--- src/rtl/inst_fetch_queue.sv ---
// Instruction fetch queue: issues program-memory reads and buffers the returned words for decode.
// Defining FETCH_STATS_EN adds the stat_fetched / stat_flushed counters.
module inst_fetch_queue #(
  parameter int INST_W   = 32,
  parameter int ADDR_W   = 8,
  parameter int DEPTH    = 4,
  parameter int RESET_PC = 0
) (
  input  logic              clk,
  input  logic              rst_n,
  input  logic              en,
  output logic [ADDR_W-1:0] progmem_addr,
  input  logic [INST_W-1:0] progmem_data,
  input  logic              redirect_valid,
  input  logic [ADDR_W-1:0] redirect_addr,
  output logic              inst_valid,
  output logic [INST_W-1:0] inst_data,
  output logic [ADDR_W-1:0] inst_pc,
  input  logic              inst_ready
`ifdef FETCH_STATS_EN
  ,
  output logic [31:0]       stat_fetched,
  output logic [31:0]       stat_flushed
`endif
);

  localparam int PW = (DEPTH > 1) ? $clog2(DEPTH) : 1;
  localparam int CW = PW + 1;

  logic [ADDR_W-1:0] fetch_pc_r;
  logic              inflight_r;
  logic              inflight_epoch_r;
  logic [ADDR_W-1:0] inflight_pc_r;
  logic              epoch_r;

  logic [INST_W-1:0] fifo_data_r [DEPTH];
  logic [ADDR_W-1:0] fifo_pc_r   [DEPTH];
  logic [PW-1:0]     rd_ptr_r;
  logic [PW-1:0]     wr_ptr_r;
  logic [CW-1:0]     count_r;

  logic              pop_s;
  logic              push_s;
  logic              issue_s;
  logic              inflight_live_s;
  logic [CW-1:0]     occ_s;

  assign progmem_addr = fetch_pc_r;
  assign inst_valid   = (count_r != CW'(0));
  assign inst_data    = fifo_data_r[rd_ptr_r];
  assign inst_pc      = fifo_pc_r[rd_ptr_r];

  // Handshake, capture and issue decisions for the current cycle
  always_comb begin
    pop_s           = inst_valid && inst_ready;
    inflight_live_s = inflight_r && (inflight_epoch_r == epoch_r);
    occ_s           = count_r + CW'(inflight_r) - CW'(pop_s);
    push_s          = 1'b0;
    issue_s         = 1'b0;
    if (inflight_live_s && !redirect_valid) begin
      push_s = 1'b1;
    end else begin
      push_s = 1'b0;
    end
    // Reserving a slot for the in-flight word guarantees the FIFO never overflows
    if (en && !redirect_valid && (occ_s < CW'(DEPTH))) begin
      issue_s = 1'b1;
    end else begin
      issue_s = 1'b0;
    end
  end

  // Fetch PC, in-flight tracking and redirect epoch
  always_ff @(posedge clk or negedge rst_n) begin
    if (!rst_n) begin
      fetch_pc_r       <= ADDR_W'(RESET_PC);
      inflight_r       <= 1'b0;
      inflight_epoch_r <= 1'b0;
      inflight_pc_r    <= '0;
      epoch_r          <= 1'b0;
    end else if (redirect_valid) begin
      fetch_pc_r <= redirect_addr;
      epoch_r    <= ~epoch_r;
      inflight_r <= 1'b0;
    end else begin
      inflight_r <= issue_s;
      if (issue_s) begin
        inflight_pc_r    <= fetch_pc_r;
        inflight_epoch_r <= epoch_r;
        fetch_pc_r       <= fetch_pc_r + ADDR_W'(1);
      end
    end
  end

  // Prefetch FIFO storage and occupancy
  always_ff @(posedge clk or negedge rst_n) begin
    if (!rst_n) begin
      for (int i = 0; i < DEPTH; i++) begin
        fifo_data_r[i] <= '0;
        fifo_pc_r[i]   <= '0;
      end
      rd_ptr_r <= '0;
      wr_ptr_r <= '0;
      count_r  <= '0;
    end else if (redirect_valid) begin
      rd_ptr_r <= '0;
      wr_ptr_r <= '0;
      count_r  <= '0;
    end else begin
      if (push_s) begin
        fifo_data_r[wr_ptr_r] <= progmem_data;
        fifo_pc_r[wr_ptr_r]   <= inflight_pc_r;
        wr_ptr_r              <= wr_ptr_r + PW'(1);
      end
      if (pop_s) begin
        rd_ptr_r <= rd_ptr_r + PW'(1);
      end
      count_r <= count_r + CW'(push_s) - CW'(pop_s);
    end
  end

`ifdef FETCH_STATS_EN
  logic [31:0] drop_cnt_s;

  // Words lost to a redirect: queued entries not handed over this cycle plus a live response
  always_comb begin
    drop_cnt_s = 32'(count_r) - 32'(pop_s) + 32'(inflight_live_s);
  end

  // Statistics counters, free-running with natural 32-bit wrap
  always_ff @(posedge clk or negedge rst_n) begin
    if (!rst_n) begin
      stat_fetched <= 32'd0;
      stat_flushed <= 32'd0;
    end else begin
      stat_fetched <= stat_fetched + 32'(push_s);
      if (redirect_valid) begin
        stat_flushed <= stat_flushed + drop_cnt_s;
      end
    end
  end
`endif

endmodule
--- config.mk ---
export PLATFORM = sky130hd
export DESIGN_NAME = inst_fetch_queue
export DESIGN_NICKNAME = d
export VERILOG_FILES = /design/src/rtl/inst_fetch_queue.sv
export SDC_FILE = /design/constraint.sdc
export NUM_CORES = 1
export LEC_CHECK = 0
export ABC_AREA = 1
export BUFFER_PORTS_ARGS = -buffer_cell sky130_fd_sc_hd__buf_2
export CAP_MARGIN = 30
export CORE_MARGIN = 3
export CORE_UTILIZATION = 40
export DETAILED_ROUTE_END_ITERATION = 6
export PLACE_DENSITY = 0.65
export SYNTH_ARGS = -nofsm -noshare
export SYNTH_HDL_FRONTEND = slang
export SYNTH_SLANG_ARGS = --single-unit
--- constraint.sdc ---
create_clock -name clk -period 5.7 [get_ports clk]
set_input_delay 0.57 -clock clk [delete_from_list [all_inputs] [get_ports clk]]
set_output_delay 0.57 -clock clk [all_outputs]
set_load 0.01 [all_outputs]
# Word level (Yosys, flattened, before mapping)
# Index checks and enable logic that the tools add are counted.
# totals
reg_bits,186
latchBits,0
ram_bits,0
mem_bits_ro,0
in_bits,45
output_inout_bits,49
elab_cells,67
n_memories,0
# classes
n_addsub,7
mul,0
div,0
magnitude_cmp,4
n_eq_ne,1
n_shift,0
mux,22
bitwise_logic,4
reduce_logical,13
# ops
operator,n
bitwise mux 128 bit,1
two-way mux 32 bit,3
binary-select mux 32 bit (select 2 bit),1
demux 32 bit (select 2 bit),1
two-way mux 8 bit,5
bitwise mux 32 bit,1
binary-select mux 8 bit (select 2 bit),1
demux 8 bit (select 2 bit),1
"adder 8 x 1 -> 8 bit, second input constant",1
two-way mux 2 bit,4
adder 3 x 1 -> 3 bit,2
"greater-or-equal comparator 3 bit, second input constant",2
logical AND 1 bit,6
inverter 2 -> 3 bit,2
nonzero test 2 bit,3
subtractor 3 x 1 -> 3 bit,2
"adder 2 x 1 -> 2 bit, second input constant",2
AND reduction 2 bit,2
"< comparator 3 x 1 -> 1 bit, second input constant",1
"< comparator 3 bit, second input constant",1
two-way mux 1 bit,3
two-way mux 3 bit,1
nonzero test 3 bit,1
inverter 1 bit,2
other kinds (2),2

# Logic depth before layout (Yosys ltp)
# Gate-level depths: netlist (run 1).
# logic_depth
depth_word,8
ltp_mapped,14
ltp_nobuf,14

# Least setup slack after synthesis (run 1)
# Ideal clock, no wire load.
# synth_path
path_kind,input-to-reg
from,input port redirect_valid
to,register count_r[2]
setup_time_ns,0.123
arrival_ns,2.167
required_ns,5.577
slack_ns,3.409
cell_stages,9
n_path_buf,1
cell_sequence,buf_2 nor3_4 inv_1 ha_1 inv_1 ha_1 fa_1 o21ai_0 a21oi_1
# synth_via
elab_chain_len,6
# synth_rtl
element,line_no,text
start: declaration,14,"input logic redirect_valid,"
zero test 1 bit,60,if (inflight_live_s && !redirect_valid) begin
logical AND 1 bit,60,
two-way mux 1 bit,60,
adder 3 x 1 -> 3 bit,118,count_r <= count_r + CW'(push_s) - CW'(pop_s);
subtractor 3 x 1 -> 3 bit,118,
two-way mux 3 bit *,105,end else if (redirect_valid) begin
end signal: assignment,118,
end: declaration,40,logic [CW-1:0] count_r;
# Every way passes the cells marked *; elsewhere a longest branch is shown, timed or not.
# A chain may end at the register's enable or synchronous reset.

# Worst setup path in the final report (run 1)
# layout_path
from,register rd_ptr_r[1]
to,output port inst_pc[3]
# layout_via
elab_chain_len,4
# layout_rtl
element,line_no,text
start: declaration,38,logic [PW-1:0] rd_ptr_r;
start signal: assignment,116,rd_ptr_r <= rd_ptr_r + PW'(1);
inverter 2 -> 3 bit (not written as such),51,assign inst_pc = fifo_pc_r[rd_ptr_r];
binary-select mux 8 bit (select 2 bit),51,
two-way mux 8 bit (not written as such) (2 in a row),51,
end: declaration,18,"output logic [ADDR_W-1:0] inst_pc,"
# Every way passes these cells. The select of a mux whose other input is x is not followed.

==> flow_summary.json, run 1 <==
{
  "status": "finished, final reports clean",
  "fin_tns_setup_ps": 0,
  "synth_nets": 1026,
  "synth_area_leaders": "dfrtp_1 (57%), o21ai_0 (14%), nand2_1 (10%), nor2_1 (4.2%), inv_1 (3.1%)",
  "tightest_slew_ps": 878,
  "synth_edf_count": 0,
  "cts_setup_buffers": 0,
  "dp_hpwl_um": 11300,
  "vias": 6590,
  "synth.top_cell.area_share_pct": 56.7,
  "grt_overflow": 0,
  "clkPwrFrac_pct": 26.4,
  "wl_met1_um": 9330,
  "power_mw": 4.56,
  "final_area_um2": 9430,
  "cts_hold_buf": 0,
  "worstSetupStartpoint": "rd_ptr_r[1]",
  "hold_path_class": "in -> async",
  "synthDistinctLibCells": 23,
  "wl_met2_um": 8650,
  "start_kind": "flip-flop",
  "io-pin-count": 94,
  "initial_utilization_pct": 41.4,
  "synthTopCellsByCount": "o21ai_0 (235), nand2_1 (224), dfrtp_1 (186)",
  "htreeDepth": 4,
  "num-fill-cells": 1919,
  "p_seq_share_pct": 40.9,
  "slowest_delay_ps": 410,
  "routedWlPerCell_um": 14.7,
  "wl_met3_um": 980,
  "path_delay_family": "buffers and inverters",
  "layout.nets": 1084,
  "grt_pass1_wl_um": 32400,
  "slew_headroom_pct": 41.4,
  "core_um2": 19800,
  "rows": 51,
  "track_usage_pct": 18.0,
  "syn_area_per_cell_um2": 8.46,
  "synth_area_um2": 8210,
  "r2r_cells": 14,
  "fp.dieH_um": 149,
  "placed_area_um2": 8830,
  "wl_um": 19200,
  "via_per_inst": 5.05,
  "drt_pass1_iterations": 5,
  "synthesis.instances": 971,
  "clock-sinks": 186,
  "cp_data_required_time_ps": 5130,
  "ir_drop_uv": 204,
  "die_w_um": 149,
  "ys_seq_elements": 186,
  "critPathKind": "reg -> out",
  "fin_ws_ps": 2720,
  "cts_resized": 0,
  "power_density_nw_per_um2": 484,
  "path_buf_inv": 4,
  "drc": 0,
  "power.internal_mw": 2.94,
  "synth.most_common_cell": "o21ai_0",
  "p_sw_share_pct": 35.6,
  "drive_gt1_share_pct": 13.4,
  "diodes": 0,
  "first_global_vias": 6290,
  "area_growth_pct": 14.8,
  "synth-seq-area-share_pct": 56.7,
  "worstReg2RegEnd": "progmem_addr[4]",
  "worstSkewPairLatency_ps": 430,
  "stdcell_count": 1306,
  "antenna_found_initial": 0,
  "final_antenna_net_count": 0,
  "portBuffers": 93,
  "synthArstFlopShare_pct": 100,
  "maxCapViolations": 0,
  "p_switching_mw": 1.63,
  "cp_common_cell": "buf_4",
  "path_cells": "buf_4 -> clkinv_1 -> buf_4 -> o21ai_0 -> o22ai_1 -> buf_2",
  "cp-end-kind": "primary output",
  "arrival_ps": 2410,
  "cts_tree": "yes",
  "p_leak_nw": 4.68,
  "dieArea_um2": 22300,
  "r2r_start": "count_r[1]",
  "ctsLongestPathBuffers": 2,
  "post-route-min-period_ps": 2980,
  "slowest_stage": "clkinv_1",
  "cts_buffers": 17,
  "final_max_slew_viol_count": 0,
  "hold_viol_final": 0,
  "rsz0062_at_grt": "no",
  "yosys_warnings": 0,
  "skew_ps": 9.92,
  "top_layer": "met4",
  "path_max_fanout": 41,
  "gp_congestion": 0.758,
  "finalSetupViolCount": 0,
  "synth-main-ff-cell": "dfrtp_1",
  "post-synth-top-area-cell": "dfrtp_1",
  "grt_max_degree": 85,
  "clk_pin_slew_worst_paths_ps": 70,
  "dr.first_iter.drc_count": 519,
  "setup.worst_path.end": "inst_pc[3]",
  "cts_root_buf": "clkbuf_16",
  "r2r_slack_ps": 2940,
  "p_comb_share_pct": 32.7,
  "pre_cts_ws_ps": 2930,
  "finalCritPeriodShare_pct": 52.2,
  "placed_cells": 1275,
  "worstSetupPathDepth": 6,
  "fmax_mhz": 336
}
placed cells by master (no fill, tap or decap):
cell type / count
a21oi_1: 1
buf_2: 92
buf_4: 9
buf_6: 1
bufinv_16: 3
clkbuf_1: 1
clkbuf_16: 17
clkbuf_8: 2
clkinv_1: 2
clkinv_2: 3
clkinv_4: 1
clkinvlp_4: 3
dfrtp_1: 185
dfrtp_2: 1
fa_1: 1
ha_1: 9
inv_1: 66
inv_2: 1
inv_6: 1
nand2_1: 224
nand2_2: 3
nand2_4: 1
nand3_1: 20
nor2_1: 92
nor3_1: 1
nor3_4: 1
o211ai_1: 1
o21ai_0: 235
o21ai_1: 20
o22ai_1: 40
xnor2_1: 1
xor2_1: 3
area by class of cell:
cell class / instances / area [um^2] / area share [%]
clock buffer: 20 / 457 / 4.84
multi-input combinational: 653 / 3040 / 32.3
tap: 265 / 332 / 3.52
clock inverter: 11 / 145 / 1.54
timing repair buffer: 102 / 539 / 5.72
sequential: 186 / 4660 / 49.4
inverter: 69 / 259 / 2.75
per-stage QoR:
step	utilization (%)	hold WS, ps
after floorplan	-	274
after global placement	44.5	460
after detailed placement	44.5	467
after CTS	47.5	221
after global routing	47.5	235
final	47.5	171
worst min-delay path by stage:
stage	slack [ps]	depth (start not counted)	start	endpoint
after CTS	220	1	rst_n	fifo_data_r[108]
final	170	1	rst_n	fifo_data_r[108]
after floorplan	270	0	rst_n	count_r[0]
after global routing	240	1	rst_n	fifo_data_r[108]
after detailed placement	470	2	inflight_pc_r[2]	inflight_pc_r[2]
after global placement	460	2	fifo_data_r[60]	fifo_data_r[60]
flip-flops by register name (all words and copies together) (netlist names):
register	count
rd_ptr_r	2
wr_ptr_r	2
inflight_epoch_r	1
fifo_data_r	128
progmem_addr	8
count_r	3
fifo_pc_r	32
epoch_r	1
inflight_r	1
inflight_pc_r	8
power by group through the flow:
stage / registers (mW) / clock network (mW) / logic, mW
CTS: 1.86 / 1.24 / 1.51
detailed placement: 1.89 / 0 / 1.51
global placement: 1.88 / 0 / 1.49
finish: 1.87 / 1.20 / 1.49
floorplan: 1.84 / 0 / 0.988
global route: 1.91 / 1.29 / 1.72
layer usage:
metal / global-route usage, % / vias to the layer above
met5: 0 / -
met4: 4.62 / 0
met3: 3.31 / 14
met2: 28.2 / 151
met1: 26.0 / 3125
li1: - / 3300
kinds of logic (layout without fill, tap and decap cells):
| logic type | after synthesis | count (layout) | share of synthesized area, % |
|---|---|---|---|
| simple gates | 342 | 342 | 16.2 |
| compound gates | 297 | 297 | 18.7 |
| flops | 186 | 186 | 56.7 |
| buf+inv | 132 | 202 | 6.34 |
| fa+ha+maj | 10 | 10 | 1.61 |
| xor+xnor | 4 | 4 | 0.427 |
No activity file was read; power rests on OpenSTA's default activity.
==> inputs of run 2 (changes only) <==
clock period = 2.8 ns   (was 5.7 ns; I/O delays follow)
==> run 2 against run 1 <==
  * Final cell count grew 0.54%
  * Core utilization increased by 0.61 points
  * Worst setup slack worse by 2200 ps
  * Wire length hardly changed
  * Critical path depth up 9
  * Sequential share of layout area is 0.62 points lower
  * First-iteration DRC count fell by 3.3%
  * Design area increased by 1.3%
==> flow_summary.json, run 2 (synthesis gave the netlist of run 1 again) <==
{
  "skew_ps": 10.0,
  "p_leak_nw": 4.74,
  "grt_max_degree": 83,
  "power_density_nw_per_um2": 962,
  "finalCritPeriodShare_pct": 82.7,
  "clkPwrFrac_pct": 25.1,
  "arrival_ps": 2690,
  "rsz0062_at_grt": "no",
  "drt_pass1_iterations": 5,
  "layout.nets": 1090,
  "wl_um": 19200,
  "num-fill-cells": 1925,
  "vias": 6626,
  "clock-sinks": 186,
  "finalSetupViolCount": 0,
  "hold_viol_final": 0,
  "drc": 0,
  "status": "finished, final reports clean",
  "portBuffers": 93,
  "min_to": "progmem_addr[7]",
  "tightest_slew_ps": 787,
  "routedWlPerCell_um": 14.6,
  "p_seq_share_pct": 41.3,
  "cp-end-kind": "flip-flop",
  "htreeDepth": 4,
  "r2r_start": "count_r[1]",
  "slew_headroom_pct": 47.6,
  "worstSkewPairLatency_ps": 430,
  "worstReg2RegEnd": "inflight_pc_r[2]",
  "die_w_um": 149,
  "cts_root_buf": "clkbuf_16",
  "hold_path_class": "in -> reg",
  "via_per_inst": 5.05,
  "r2r_slack_ps": 490,
  "reg.largest.list": "fifo_data_r x128, fifo_pc_r x32",
  "final_max_slew_viol_count": 0,
  "antenna_found_initial": 0,
  "gp_congestion": 0.804,
  "grt_pass1_wl_um": 31900,
  "final_common_cell": "o21ai_0",
  "first_global_vias": 6197,
  "ir_drop_uv": 410,
  "initial_utilization_pct": 41.4,
  "start_kind": "flip-flop",
  "fin_tns_setup_ps": 0,
  "clk_pin_slew_worst_paths_ps": 70,
  "fmax_mhz": 432,
  "p_sw_share_pct": 36.0,
  "grt_overflow": 0,
  "largest_reg_flops": 128,
  "cp_data_required_time_ps": 3170,
  "ctsLongestPathBuffers": 2,
  "final_cell_mix": "o21ai_0 (235), nand2_1 (224), dfrtp_1 (185)",
  "core_um2": 19800,
  "ff_latch_area_um2": 4660,
  "cts_tree": "yes",
  "path_max_fanout": 17,
  "drive_gt1_share_pct": 13.7,
  "fin_ws_ps": 486,
  "min_path_cells": 5,
  "dr.first_iter.drc_count": 502,
  "dieArea_um2": 22300,
  "io-pin-count": 94,
  "multi_input_area_um2": 3040,
  "p_comb_share_pct": 33.6,
  "p_switching_mw": 3.31,
  "area_growth_pct": 16.3,
  "dp_hpwl_um": 11500,
  "final_antenna_net_count": 0,
  "post-route-min-period_ps": 2310,
  "rows": 51,
  "diodes": 0,
  "final_util_pct": 48.1,
  "r2r_cells": 15,
  "hp-start": "redirect_addr[7]",
  "critPathKind": "reg -> reg",
  "fp.dieH_um": 149,
  "track_usage_pct": 17.8,
  "cts_buffers": 17,
  "pre_cts_ws_ps": 470,
  "cts_resized": 0,
  "maxCapViolations": 0,
  "power.internal_mw": 5.88,
  "largest_register": "fifo_data_r"
}
[run 2: cell types whose count changed in the layout (fill, tap and decap cells not counted)]
cell	before	now
buf_12	0	9
buf_4	9	5
bufinv_16	3	1
clkbuf_1	1	2
clkbuf_8	2	3
clkinv_1	2	1
clkinvlp_4	3	4
dlygate4sd3_1	0	1
inv_1	66	67
nand2_2	3	4
nand2_4	1	0
[run 2: how the worst max path moves through the flow]
| stage | from | to | slack [ps] | cells after the start |
|---|---|---|---|---|
| finish | count_r[1] | inflight_pc_r[2] | 490 | 15 |
| global route | count_r[2] | progmem_addr[1] | 190 | 14 |
| CTS | count_r[1] | inflight_pc_r[2] | 460 | 15 |
| detailed placement | count_r[1] | inflight_pc_r[2] | 470 | 15 |
| global placement | count_r[1] | inflight_pc_r[2] | 580 | 15 |
| floorplan | epoch_r | count_r[2] | 740 | 10 |
[run 2: cell type report]
class / instances / area share (%)
clock buffers: 22 / 4.96
flip-flops and latches: 186 / 48.7
clock inverters: 10 / 0.969
well taps: 265 / 3.47
multi-input cells: 653 / 31.8
repair buffers: 108 / 7.32
inverters: 69 / 2.71
[run 2: layer usage]
metal	global-route usage [%]	vias up	part of all wire, %
met5	0	-	0
met2	27.8	157	46
li1	-	3313	-
met1	25.3	3141	48
met3	3.59	15	5.2
met4	5.08	0	1.1
[run 2: critical path, stage by stage (launching register included)]
cell and delay, ps:
dfrtp_1 390, nor2_1 140, nand2_1 80, nand2_1 100
inv_1 80, ha_1 180, inv_1 60, ha_1 220
nand3_1 100, nand2_1 50, nand2_1 50, nand3_1 290
buf_4 310, inv_1 90, nand2_1 60, nand2_1 60
[run 2: power by group through the flow]
stage                     clock network, mW  registers [mW]  logic [mW]
after floorplan                           0            3.75        2.01
after global placement                    0            3.83        3.08
after detailed placement                  0            3.84        3.13
after CTS                              2.37            3.80        3.14
after global routing                   2.47            3.89        3.56
final                                  2.30            3.80        3.09
[run 2: timing repair]
item                                   CTS  global route
setup buffers                            0             0
endpoints found under the hold margin   79             0
hold buffers                             1             0
[run 2: metrics by stage]
step	std cells	cell area, um^2	power [mW]	hold WS [ps]
2_1_floorplan	971	8210	5.76	-15.6
3_3_place_gp	1280	8970	6.91	393
3_5_place_dp	1280	8970	6.98	393
4_1_cts	1313	9550	9.31	115
5_1_grt	1313	9550	9.92	148
6_report	1313	9550	9.19	136
